File: config.mk
export PLATFORM = sky130hd
export DESIGN_NAME = fp_mul_pipe
export DESIGN_NICKNAME = d
export VERILOG_FILES = /design/src/rtl/fp_mul_pipe.sv
export SDC_FILE = /design/constraint.sdc
export NUM_CORES = 2
export LEC_CHECK = 0
export CORE_ASPECT_RATIO = 0.7
export CORE_MARGIN = 2
export CORE_UTILIZATION = 64
export DETAILED_ROUTE_END_ITERATION = 7
export PLACE_DENSITY_LB_ADDON = 0.3
export SLEW_MARGIN = 20
export SYNTH_ARGS = -nofsm -noshare
export SYNTH_HDL_FRONTEND = slang
export SYNTH_SLANG_ARGS = --single-unit
File: constraint.sdc
create_clock -name clk -period 11.73 [get_ports clk]
set_clock_uncertainty 0.2 [all_clocks]
set_input_delay 1.7595 -clock clk [delete_from_list [all_inputs] [get_ports clk]]
set_output_delay 1.7595 -clock clk [all_outputs]
set_load 0.02 [all_outputs]
File: src/rtl/fp_mul_pipe.sv
// fp_mul_pipe: pipelined IEEE-754-style multiplier with valid/ready handshake, RNE rounding, FTZ and exception flags
//   clk, nrst (sync, active-low)
//   in_valid/in_ready, in_a, in_b, in_tag : operand pair and its destination tag
//   out_valid/out_ready, out_result, out_tag, out_flags {invalid, overflow, underflow, inexact}
module fp_mul_pipe #(
  parameter int EXP_W = 8,
  parameter int MAN_W = 23,
  parameter int TAG_W = 4
) (
  input  logic                     clk,
  input  logic                     nrst,
  input  logic                     in_valid,
  output logic                     in_ready,
  input  logic [EXP_W+MAN_W:0]     in_a,
  input  logic [EXP_W+MAN_W:0]     in_b,
  input  logic [TAG_W-1:0]         in_tag,
  output logic                     out_valid,
  input  logic                     out_ready,
  output logic [EXP_W+MAN_W:0]     out_result,
  output logic [TAG_W-1:0]         out_tag,
  output logic [3:0]               out_flags
);
  localparam int W  = 1 + EXP_W + MAN_W;
  localparam int EW = EXP_W + 2;
  localparam int PW = 2 * MAN_W + 2;
  localparam int BIAS = 2 ** (EXP_W - 1) - 1;
  localparam int EMAX = 2 ** EXP_W - 1;
  localparam logic [W-1:0] QNAN = {1'b0, {EXP_W{1'b1}}, 1'b1, {(MAN_W-1){1'b0}}};

  logic stall;
  assign stall = out_valid & ~out_ready;
  assign in_ready = ~stall;

  // unpack and classify; exp=0 is flushed to zero
  logic [EXP_W-1:0] ea, eb;
  logic [MAN_W-1:0] fa, fb;
  logic nan_a, nan_b, inf_a, inf_b, zero_a, zero_b, nan_any, inf_any, zero_any, sgn;
  logic [W-1:0] sres;
  logic sinv;
  assign ea = in_a[W-2:MAN_W];
  assign eb = in_b[W-2:MAN_W];
  assign fa = in_a[MAN_W-1:0];
  assign fb = in_b[MAN_W-1:0];
  assign nan_a = (&ea) & (|fa);
  assign nan_b = (&eb) & (|fb);
  assign inf_a = (&ea) & ~(|fa);
  assign inf_b = (&eb) & ~(|fb);
  assign zero_a = ~(|ea);
  assign zero_b = ~(|eb);
  assign nan_any = nan_a | nan_b;
  assign inf_any = inf_a | inf_b;
  assign zero_any = zero_a | zero_b;
  assign sgn = in_a[W-1] ^ in_b[W-1];
  assign sres = (nan_any | (inf_any & zero_any)) ? QNAN :
                inf_any ? {sgn, {EXP_W{1'b1}}, {MAN_W{1'b0}}} : {sgn, {(W-1){1'b0}}};
  // a quiet NaN propagates silently; only a signalling NaN or inf*0 raises invalid
  assign sinv = nan_any ? ((nan_a & ~fa[MAN_W-1]) | (nan_b & ~fb[MAN_W-1])) : (inf_any & zero_any);

  logic v1, v2, v3;
  logic s1_sgn, s2_sgn, s3_sgn;
  logic [EW-1:0] s1_e, s2_e, s3_e;
  logic [MAN_W:0] s1_ma, s1_mb, s3_sig;
  logic [PW-1:0] s2_p;
  logic s1_spec, s2_spec, s3_spec, s1_sinv, s2_sinv, s3_sinv, s3_g, s3_st;
  logic [W-1:0] s1_sres, s2_sres, s3_sres;
  logic [TAG_W-1:0] s1_tag, s2_tag, s3_tag;

  // normalise: a product >= 2.0 has its MSB set and bumps the exponent
  logic msb;
  logic [PW-1:0] pn;
  assign msb = s2_p[PW-1];
  assign pn = msb ? s2_p : s2_p << 1;

  // round to nearest even; a carry out of the significand renormalises
  logic up, c, ovf, unf;
  logic [MAN_W+1:0] sr;
  logic [MAN_W-1:0] frac;
  logic [EW-1:0] ef;
  logic [W-1:0] res;
  logic [3:0] flags;
  assign up = s3_g & (s3_st | s3_sig[0]);
  assign sr = {1'b0, s3_sig} + (MAN_W+2)'(up);
  assign c = sr[MAN_W+1];
  assign frac = c ? sr[MAN_W:1] : sr[MAN_W-1:0];
  assign ef = s3_e + EW'(c);
  assign ovf = ~ef[EW-1] & (ef[EW-2:0] >= (EW-1)'(EMAX));
  assign unf = ef[EW-1] | ~(|ef);
  assign res = s3_spec ? s3_sres :
               ovf ? {s3_sgn, {EXP_W{1'b1}}, {MAN_W{1'b0}}} :
               unf ? {s3_sgn, {(W-1){1'b0}}} : {s3_sgn, ef[EXP_W-1:0], frac};
  assign flags = s3_spec ? {s3_sinv, 3'b000} : ovf ? 4'b0101 : unf ? 4'b0011 : {3'b000, s3_g | s3_st};

  always_ff @(posedge clk) begin
    if (!nrst) begin
      v1 <= 1'b0;
      v2 <= 1'b0;
      v3 <= 1'b0;
      out_valid <= 1'b0;
      out_result <= '0;
      out_tag <= '0;
      out_flags <= '0;
    end else if (!stall) begin
      v1 <= in_valid;
      s1_sgn <= sgn;
      s1_e <= {2'b00, ea} + {2'b00, eb} - EW'(BIAS);
      s1_ma <= {1'b1, fa};
      s1_mb <= {1'b1, fb};
      s1_spec <= nan_any | inf_any | zero_any;
      s1_sres <= sres;
      s1_sinv <= sinv;
      s1_tag <= in_tag;
      v2 <= v1;
      s2_sgn <= s1_sgn;
      s2_e <= s1_e;
      s2_p <= s1_ma * s1_mb;
      s2_spec <= s1_spec;
      s2_sres <= s1_sres;
      s2_sinv <= s1_sinv;
      s2_tag <= s1_tag;
      v3 <= v2;
      s3_sgn <= s2_sgn;
      s3_e <= s2_e + EW'(msb);
      s3_sig <= pn[PW-1:MAN_W+1];
      s3_g <= pn[MAN_W];
      s3_st <= |pn[MAN_W-1:0];
      s3_spec <= s2_spec;
      s3_sres <= s2_sres;
      s3_sinv <= s2_sinv;
      s3_tag <= s2_tag;
      out_valid <= v3;
      out_result <= res;
      out_tag <= s3_tag;
      out_flags <= flags;
    end
  end
endmodule

==> results.md <==
* Setup TNS at 0 ps
* Largest stage delay on the critical path at 940 ps
* Worst-path clk slew at 70 ps
* Worst Hold End: s2_tag[3]
* Fmax at 114 MHz
* Worst slew margin at 0.176
* Layout cell share with drive strength beyond 1 at 0.0391
* Cells after synthesis at 2771
* Port Buf Inserts at 113
* Filler Cell Count at 3107
* Ys Warns at 0
* Total gr overflow at 0
* Die W at 253 um
* Global-route wire length before repair at 116000 um
* CP top delay family: adder cells
* Initial DRC Count at 1629
* Postcts setup bufs at 0
* Sequential Area at 6290 um2
* Initial antenna violation count at 1
* Final wirelength at 73500 um
* Final worst-path cycle share at 0.748
* Clk sink count at 224
* Post-DP HPWL at 56300 um
* Asr flop ratio synth at 0
* CP dominant cell by count: fa_1
* Number of synthesized flops with an enable pin at 180
* Crit-path max FO at 17
* Buf+Inv Stages, Crit Path at 5
* Max Cap Viol at 0
* H-tree depth at 1
* Status: finished, final reports clean
* Total I/O pin count at 114
* Hold-critical path depth at 0
* # setup viols final at 0
* Multi-input gate area at 18800 um2
* Distinct cells, synth at 70
* Die area at 45000 um2
* Core area at 42500 um2
* Reg-to-Reg End: s2_p[41]
* DRC Markers at 0
* Critical path data arrival time at 8900 ps
* Cells resized by post-CTS repair at 0
* Global-route usage over all layers at 0.340
* Post-Synthesis Net Count at 3520
* Startpoint of the worst register-to-register path: s1_mb[8]
* Yosys reg bits at 224
* Number of buffers created by CTS at 24
* Clock root buffer: clkbuf_16
* Chip Height at 178 um
* Bufs on Longest Clock Path at 3
* Sequential share of the synthesized area at 0.227
* Kind of start point of the critical path: flop
* Crit Path Category: reg -> reg
* Min-Delay Path Class: reg -> reg
* Syn-to-layout area delta at 9.07%
* Max-slew violations at 0
* Final hold viol count at 0
* CP required at 11850 ps
* Critical path capture point type: flop
* Routed Antenna Nets at 0
* Detailed-route via count at 20000
* CTS tree: built
* CTS Hold Bufs at 0
* Min-delay src: s1_tag[3]
* Via/cell ratio at 5.88
* Reg2Reg Depth at 22
* Clock latency at the later pin of the worst-skew pair at 580 ps
* Effective utilization at floorplan at 0.652
* Worst R2R Setup Slack at 2950 ps
* # rows at 63
* Min Tclk post-route at 8780 ps
* Ys flop type: edfxtp_1
* 1st-pass router iterations at 5
* Actual slew at the worst max-slew pin at 1240 ps
* Final GP Congestion at 1.02
* Netlist Area Pre-Place at 27700 um2
* CP Cell Sequence: clkinv_1, nor2_1, fa_1, fa_1, inv_1, fa_1, fa_1, inv_1, fa_1, fa_1, inv_1, fa_1, inv_1, ha_1, a21oi_1, o21ai_1, nor2_1, nand3_2, a2111oi_4, o31ai_2, a311oi_2, xnor2_1
* WL/cell at 21.7 um
* Nets at 3571
* Largest net degree at the start of global routing at 169
* Ant. Diodes at 0
* Avg Inst Size Synth at 9.99 um2
* Unrepaired setup endpoints after global routing: false
* Slowest CP cell: edfxtp_1
* Vias in the first global route at 21000
cells in the final DEF, fill, tap and decap left out, types with 11 or more instances in the layout:
cell,netlist,routed
clkdlybuf4s50_1,0,113
nand3_1,33,33
buf_4,0,21
ha_1,194,194
a22oi_1,18,18
nor4_1,23,22
edfxtp_1,180,180
inv_1,591,591
o21bai_1,12,12
o21ai_0,29,29
nand2_1,335,335
dfxtp_1,44,44
nor2_1,91,90
a21o_1,22,22
xnor2_1,49,49
xor2_1,27,27
o21a_1,11,11
mux2_2,25,25
and2_1,253,253
and3_1,18,18
fa_1,483,483
a21oi_1,71,71
clkbuf_16,0,24
nor3_1,19,19
a31oi_1,11,11
nand4_1,16,16
cell usage after synthesis, types with 3 or more instances:
master | count | area, um2
a211oi_1 | 8 | 60.1
a21o_1 | 22 | 165
a21oi_1 | 71 | 355
a21oi_2 | 4 | 35.0
a22oi_1 | 18 | 135
a31oi_1 | 11 | 68.8
and2_1 | 253 | 1580
and3_1 | 18 | 113
and4_1 | 7 | 61.3
buf_2 | 4 | 20.0
clkbuf_1 | 106 | 398
clkinv_1 | 4 | 15.0
dfxtp_1 | 44 | 881
edfxtp_1 | 180 | 5410
fa_1 | 483 | 9670
ha_1 | 194 | 2430
inv_1 | 591 | 2220
mux2_2 | 25 | 282
nand2_1 | 335 | 1260
nand2b_1 | 3 | 18.8
nand3_1 | 33 | 165
nand4_1 | 16 | 100
nor2_1 | 91 | 342
nor2b_1 | 11 | 68.8
nor3_1 | 19 | 95.1
nor4_1 | 23 | 144
o2111ai_1 | 5 | 43.8
o211a_1 | 4 | 40.0
o211ai_1 | 4 | 30.0
o21a_1 | 11 | 82.6
o21ai_0 | 29 | 145
o21ai_1 | 5 | 25.0
o21bai_1 | 12 | 90.1
o31ai_1 | 4 | 30.0
or2_2 | 5 | 31.3
xnor2_1 | 49 | 429
xor2_1 | 27 | 236
how the worst max path moves through the flow:
stage,startpoint,to,slack (ps),cells after the start
floorplan,out_ready,s1_e[0],1110,4
global placement,s1_mb[8],s2_p[41],3390,22
detailed placement,s1_mb[8],s2_p[41],3270,22
CTS,s1_mb[8],s2_p[41],3260,22
global route,s1_mb[8],s2_p[41],2790,22
finish,s1_mb[8],s2_p[41],2950,22
per-stage QoR:
stage	setup slack (ps)	hold slack, ps	util	std cells	area [um2]
finish	2950	219	0.711	3392	30200
floorplan	1110	200	-	2771	27700
CTS	3260	218	0.710	3390	30200
global route	2790	223	0.711	3392	30200
detailed placement	3270	205	0.689	3346	29300
global placement	3390	201	0.689	3346	29300
layout make-up:
type                            instances  area share
Inverter                              596      0.0741
Multi-Input combinational cell       1839       0.621
Clock inverter                         17     0.00907
Timing Repair Buffer                  137      0.0443
Sequential cell                       224       0.208
Tap cell                              552      0.0229
Clock buffer                           27      0.0203
cells by family after synthesis:
kind of cell,synth area share
AND/OR/NAND/NOR,0.147
flip-flops,0.227
XOR/XNOR,0.0240
multiplexers,0.0105
buffers and inverters,0.0962
AO/OA/AOI/OAI,0.0587
adder cells (fa/ha/maj),0.437
metal layers:
layer	global-route usage	up-vias	routed length (um)
met5	0	-	13
met4	0.115	2	2590
met3	0.101	178	8370
met2	0.516	1027	32600
met1	0.473	10000	30000
li1	-	8698	-
state kept, by name (all words and copies together) (netlist names), 4 cells and up:
| register | count |
|---|---|
| s1_tag | 4 |
| out_tag | 4 |
| s1_mb | 23 |
| out_flags | 4 |
| s2_tag | 4 |
| s1_e | 10 |
| s3_sig | 24 |
| s2_e | 10 |
| out_result | 32 |
| s3_tag | 4 |
| s1_ma | 23 |
| s2_p | 48 |
| s3_e | 10 |
Power is left out: the tool's default activity adds up to more than one toggle a clock period on the data nets, which glitch-free logic cannot reach.
==> edit 1, RTL diff (same settings) <==
The parameter `TAG_W` goes from 4 to 6.
--- a/src/rtl/fp_mul_pipe.sv
+++ b/src/rtl/fp_mul_pipe.sv
@@ -5,7 +5,7 @@
 module fp_mul_pipe #(
   parameter int EXP_W = 8,
   parameter int MAN_W = 23,
-  parameter int TAG_W = 4
+  parameter int TAG_W = 6
 ) (
   input  logic                     clk,
   input  logic                     nrst,
Interface: changed (resized in_tag and out_tag); port bits go from 114 to 118. The function was not compared with the original's and may differ.
==> edit 1 against the original RTL <==
  * Non-clock buffer count up 14
  * Routed wire length fell by 1.0%
  * Sequential cell count increased by 8
  * Worst setup slack improved by 0.49 ns
  * First-iteration DRC count rose by 6.4%
  * Synthesized cell count down 0.54%
  * Final area up 0.27%
  * Area after synthesis up 0.46%
  * Critical path type unchanged
Power is not shown: default switching activity piles up to over one toggle a cycle in this logic, so the estimate is an artifact.
==> edit 1: results (changes against the original RTL) <==
slowest stage delay, CP 0.97 ns (+0.03 ns); vias per cell 5.85 (-0.49%); placed cells 3367 (+0.63%); mux share of post-synthesis cell area 1.12% (+0.072 points); design area 30300 µm² (+0.27%); Root Driver clkbuf_16; TritonCTS Sinks 232 (+3.6%); Post-DP HPWL 56100 µm (-0.29%); fin nets 3560 (-0.31%); sequential cell area share 21.5% (+0.67 points); status finished clean; ANT cells 1 (+1); synth unique cells 69 (-1.4%); final WL 72800 µm (-1.0%); Clock-cell share 2.50% (-0.43 points); Syn Nets 3507 (-0.37%); Port Buffers 117 (+3.5%); clkbuf count 34 (+26%); # fillers 3067 (-1.3%); non-clk buf share 4.80% (+0.37 points); Slew headroom 19.2% (+1.6 points); vias in the first global route 20800 (-0.86%); dpl cell area 29500 µm² (+0.74%); drt initial violations 1733 (+6.4%); GRT Overall Usage 33.6% (-0.42 points); Plain + repair buffers 151 (+10%); registers with the most flip-flops s2_p x48, out_result x32, s3_sig x24; DRT Pass-1 Iters 6 (+1); Compound-Gate Fraction of Synth Area 5.42% (-0.45 points); EDFF count, synth 186 (+3.3%); DRC viols 0 (unchanged); async set or reset register ratio after synthesis 0% (unchanged); clock latency on the worst-skew pair 0.56 ns (-0.02 ns); share of cells above drive strength 1 3.78% (-0.12 points); Primary FF master, synth edfxtp_1; Multi-input gate area 18600 µm² (-0.97%); Post-synth top cells 595 x inv_1, 483 x fa_1, 343 x nand2_1; Non-clk invs 599 (+0.50%); gpl congestion 0.973 (-4.7%); largest net degree at the start of global routing 83 (-51%); data arrival time of the worst path 8.37 ns (-0.53 ns); synth top area cells fa_1 35%, edfxtp_1 20%, ha_1 8.7%; maximum fanout along the worst path 19 (+2); sequential cell area fraction in the yosys report 23.4% (+0.69 points); Mapped Cells 2756 (-0.54%); global-route wire length before repair 114000 µm (-1.1%); pre-CTS WS 3.77 ns (+0.502 ns); multi-input gates 1801 (-2.1%); xor and xnor area share after synthesis 2.58% (+0.18 points); synthesized-area fraction occupied by adder cells 43.5% (-0.20 points)
-- edit 1: cell count changes in the layout (fill, tap and decap cells not counted), moves of 9 or more --
cell | unedited run | this run
a21boi_0 | 1 | 11
a22o_1 | 1 | 15
o21ai_1 | 5 | 14
a21oi_1 | 71 | 58
nor2_1 | 90 | 56
buf_4 | 21 | 32
a22oi_1 | 18 | 1
-- edit 1: path summary, 6_finish.rpt --
kind	end	slack, ns	cells after the start	from
worst min-delay path	s3_sgn	0.22	0	s2_sgn
worst max register to register	s2_p[41]	3.44	22	s1_mb[12]
worst min register to register	s3_sgn	0.22	0	s2_sgn
worst max-delay path	s2_p[41]	3.44	22	s1_mb[12]
-- edit 1: metal layers --
layer  vias to the layer above  wire length, µm  track usage (%)
met1                     10100            29800             47.4
met5                         -                0                0
met3                       196             6630             5.49
li1                       8610                -                -
met2                      1072            33500             53.7
met4                         0             2810             11.2
==> edit 2, RTL diff (same settings) <==
Made on the original files. Put one more register stage on the output `out_flags`, without a reset. The value now appears one clock later. The other outputs are not delayed to match.
--- a/src/rtl/fp_mul_pipe.sv
+++ b/src/rtl/fp_mul_pipe.sv
@@ -26,6 +26,8 @@
   localparam int BIAS = 2 ** (EXP_W - 1) - 1;
   localparam int EMAX = 2 ** EXP_W - 1;
   localparam logic [W-1:0] QNAN = {1'b0, {EXP_W{1'b1}}, 1'b1, {(MAN_W-1){1'b0}}};
+
+  logic [3:0] out_flags_s0;
 
   logic stall;
   assign stall = out_valid & ~out_ready;
@@ -98,7 +100,7 @@
       out_valid <= 1'b0;
       out_result <= '0;
       out_tag <= '0;
-      out_flags <= '0;
+      out_flags_s0 <= '0;
     end else if (!stall) begin
       v1 <= in_valid;
       s1_sgn <= sgn;
@@ -130,8 +132,12 @@
       out_valid <= v3;
       out_result <= res;
       out_tag <= s3_tag;
-      out_flags <= flags;
+      out_flags_s0 <= flags;
     end
   end
+  always_ff @(posedge clk) begin
+    out_flags <= out_flags_s0;
+  end
+
 endmodule
 
Check against the original RTL: not equivalent (a bounded check fails within 4 cycles, from zero or initial values and one cycle with nrst low).
==> edit 2 against the original RTL <==
  * Largest cell class unchanged
  * Non-clock buffer count up 7
  * Area after synthesis rose by 0.29%
  * Synthesized cell count increased by 0.14%
  * Global-route usage about the same
  * Hold slack lost 0.066 ns
  * Critical path type unchanged
  * Maximum frequency is 1.6% higher
  * Critical endpoint unchanged
  * Worst setup slack improved by 0.14 ns
  * Final area grew 0.37%
  * Sequential cell count is 4 higher
  * Routed wire length is 0.96% lower
Power is left out: the tool's default activity adds up to more than one toggle a clock period on the data nets, which glitch-free logic cannot reach.
==> edit 2: results (changes against the original RTL) <==
met2 wire length 31900 µm (-2.1%); slowest stage delay, CP 0.92 ns (-0.02 ns); vias per cell 5.87 (-0.13%); min-delay worst type flop to flop; drt initial violations 1922 (+18%); data arrival time of the worst path 8.74 ns (-0.16 ns); clk buf depth 3 (unchanged); end of the worst hold path out_flags[0]; share of cells above drive strength 1 4.24% (+0.34 points); Num CTS Buffers 24 (unchanged); async set or reset register ratio after synthesis 0% (unchanged); reg2reg start s1_mb[8]; largest net degree at the start of global routing 181 (+7.1%); Post-synth top cells 591 x inv_1, 483 x fa_1, 335 x nand2_1; clock-pin slew on the worst setup and hold paths 0.06 ns; Hold Path Cell Cnt 0 (unchanged); Root Driver clkbuf_16; global-route wire length before repair 116000 µm (about the same); clock latency on the worst-skew pair 0.56 ns (-0.02 ns); DRT Pass-1 Iters 6 (+1); Crit path max-delay family adder cells; # H-tree levels 1 (unchanged); final WL 72800 µm (-0.96%); synth top area cells fa_1 35%, edfxtp_1 19%, ha_1 8.7%; GRT Overall Usage 34.0% (about the same); flop-to-flop setup slack 3.09 ns (+0.14 ns); sequential cell area fraction in the yosys report 22.9% (+0.22 points); Yosys warning count 0 (unchanged); Hold Path Origin out_flags_s0[0]; final setup TNS 0 ns (unchanged); CP max stage cell edfxtp_1; initial antenna violation count 0 (-1); DR top layer met4; Post-CTS Resized 0 (unchanged); Slew headroom 17.6% (+0.019 points); reg-to-reg critical path endpoint s2_p[41]; met3 wire length 8970 µm (+7.1%); status finished clean; Met1 Wirelength 29200 µm (-2.6%); Primary FF master, synth edfxtp_1; gpl congestion 1.03 (+0.57%); fin nets 3582 (+0.31%); setup repair bufs after CTS 0 (unchanged); Reg2Reg Depth 22 (unchanged); registers with the most flip-flops s2_p x48, out_result x32, s3_sig x24; maximum fanout along the worst path 17 (unchanged); Port Buffers 113 (unchanged); # fillers 3132 (+0.80%); Syn Nets 3524 (+0.11%); Post-DP HPWL 55700 µm (-1.0%); vias in the first global route 21100 (+0.48%); ANT cells 0 (unchanged); synth unique cells 70 (unchanged); EDFF count, synth 180 (unchanged)
-- edit 2: logic make-up after synthesis --
family / Yosys count / synth area share (%)
AO/OA/AOI/OAI: 236 / 5.85
XOR/XNOR: 76 / 2.40
flip-flops: 228 / 22.9
adder cells (fa/ha/maj): 677 / 43.6
buffers and inverters: 708 / 9.59
multiplexers: 26 / 1.05
AND/OR/NAND/NOR: 824 / 14.6
-- edit 2: per-stage QoR --
stage | cells | hold WS [ns] | setup slack, ns | cell area [µm²]
after floorplan | 2775 | 0.131 | 1.11 | 27800
after global placement | 3354 | 0.135 | 3.51 | 29400
after detailed placement | 3355 | 0.137 | 3.44 | 29400
after CTS | 3399 | 0.151 | 3.43 | 30200
after global routing | 3403 | 0.153 | 2.91 | 30300
final | 3403 | 0.152 | 3.09 | 30300
-- edit 2: final cells by class --
class / count / share of cell area, %
clock buffers: 25 / 1.99
clock inverters: 19 / 0.726
inverters: 596 / 7.38
multi-input cells: 1839 / 61.9
flip-flops and latches: 228 / 21.0
well taps: 552 / 2.28
repair buffers: 144 / 4.75
-- edit 2: worst max path at each step --
stage	cells after the start	to	startpoint
floorplan	4	s1_e[0]	out_ready
global placement	22	s2_p[41]	s1_ma[8]
detailed placement	24	s2_p[46]	s1_mb[8]
CTS	22	s2_p[41]	s1_mb[8]
global route	22	s2_p[41]	s1_mb[12]
finish	22	s2_p[41]	s1_mb[8]
-- edit 2: layer usage --
layer  global-route usage (%)  vias up
li1                         -     8715
met1                     47.3    10000
met2                     51.2     1083
met3                     10.6      177
met4                     11.4        0
met5                        0        -
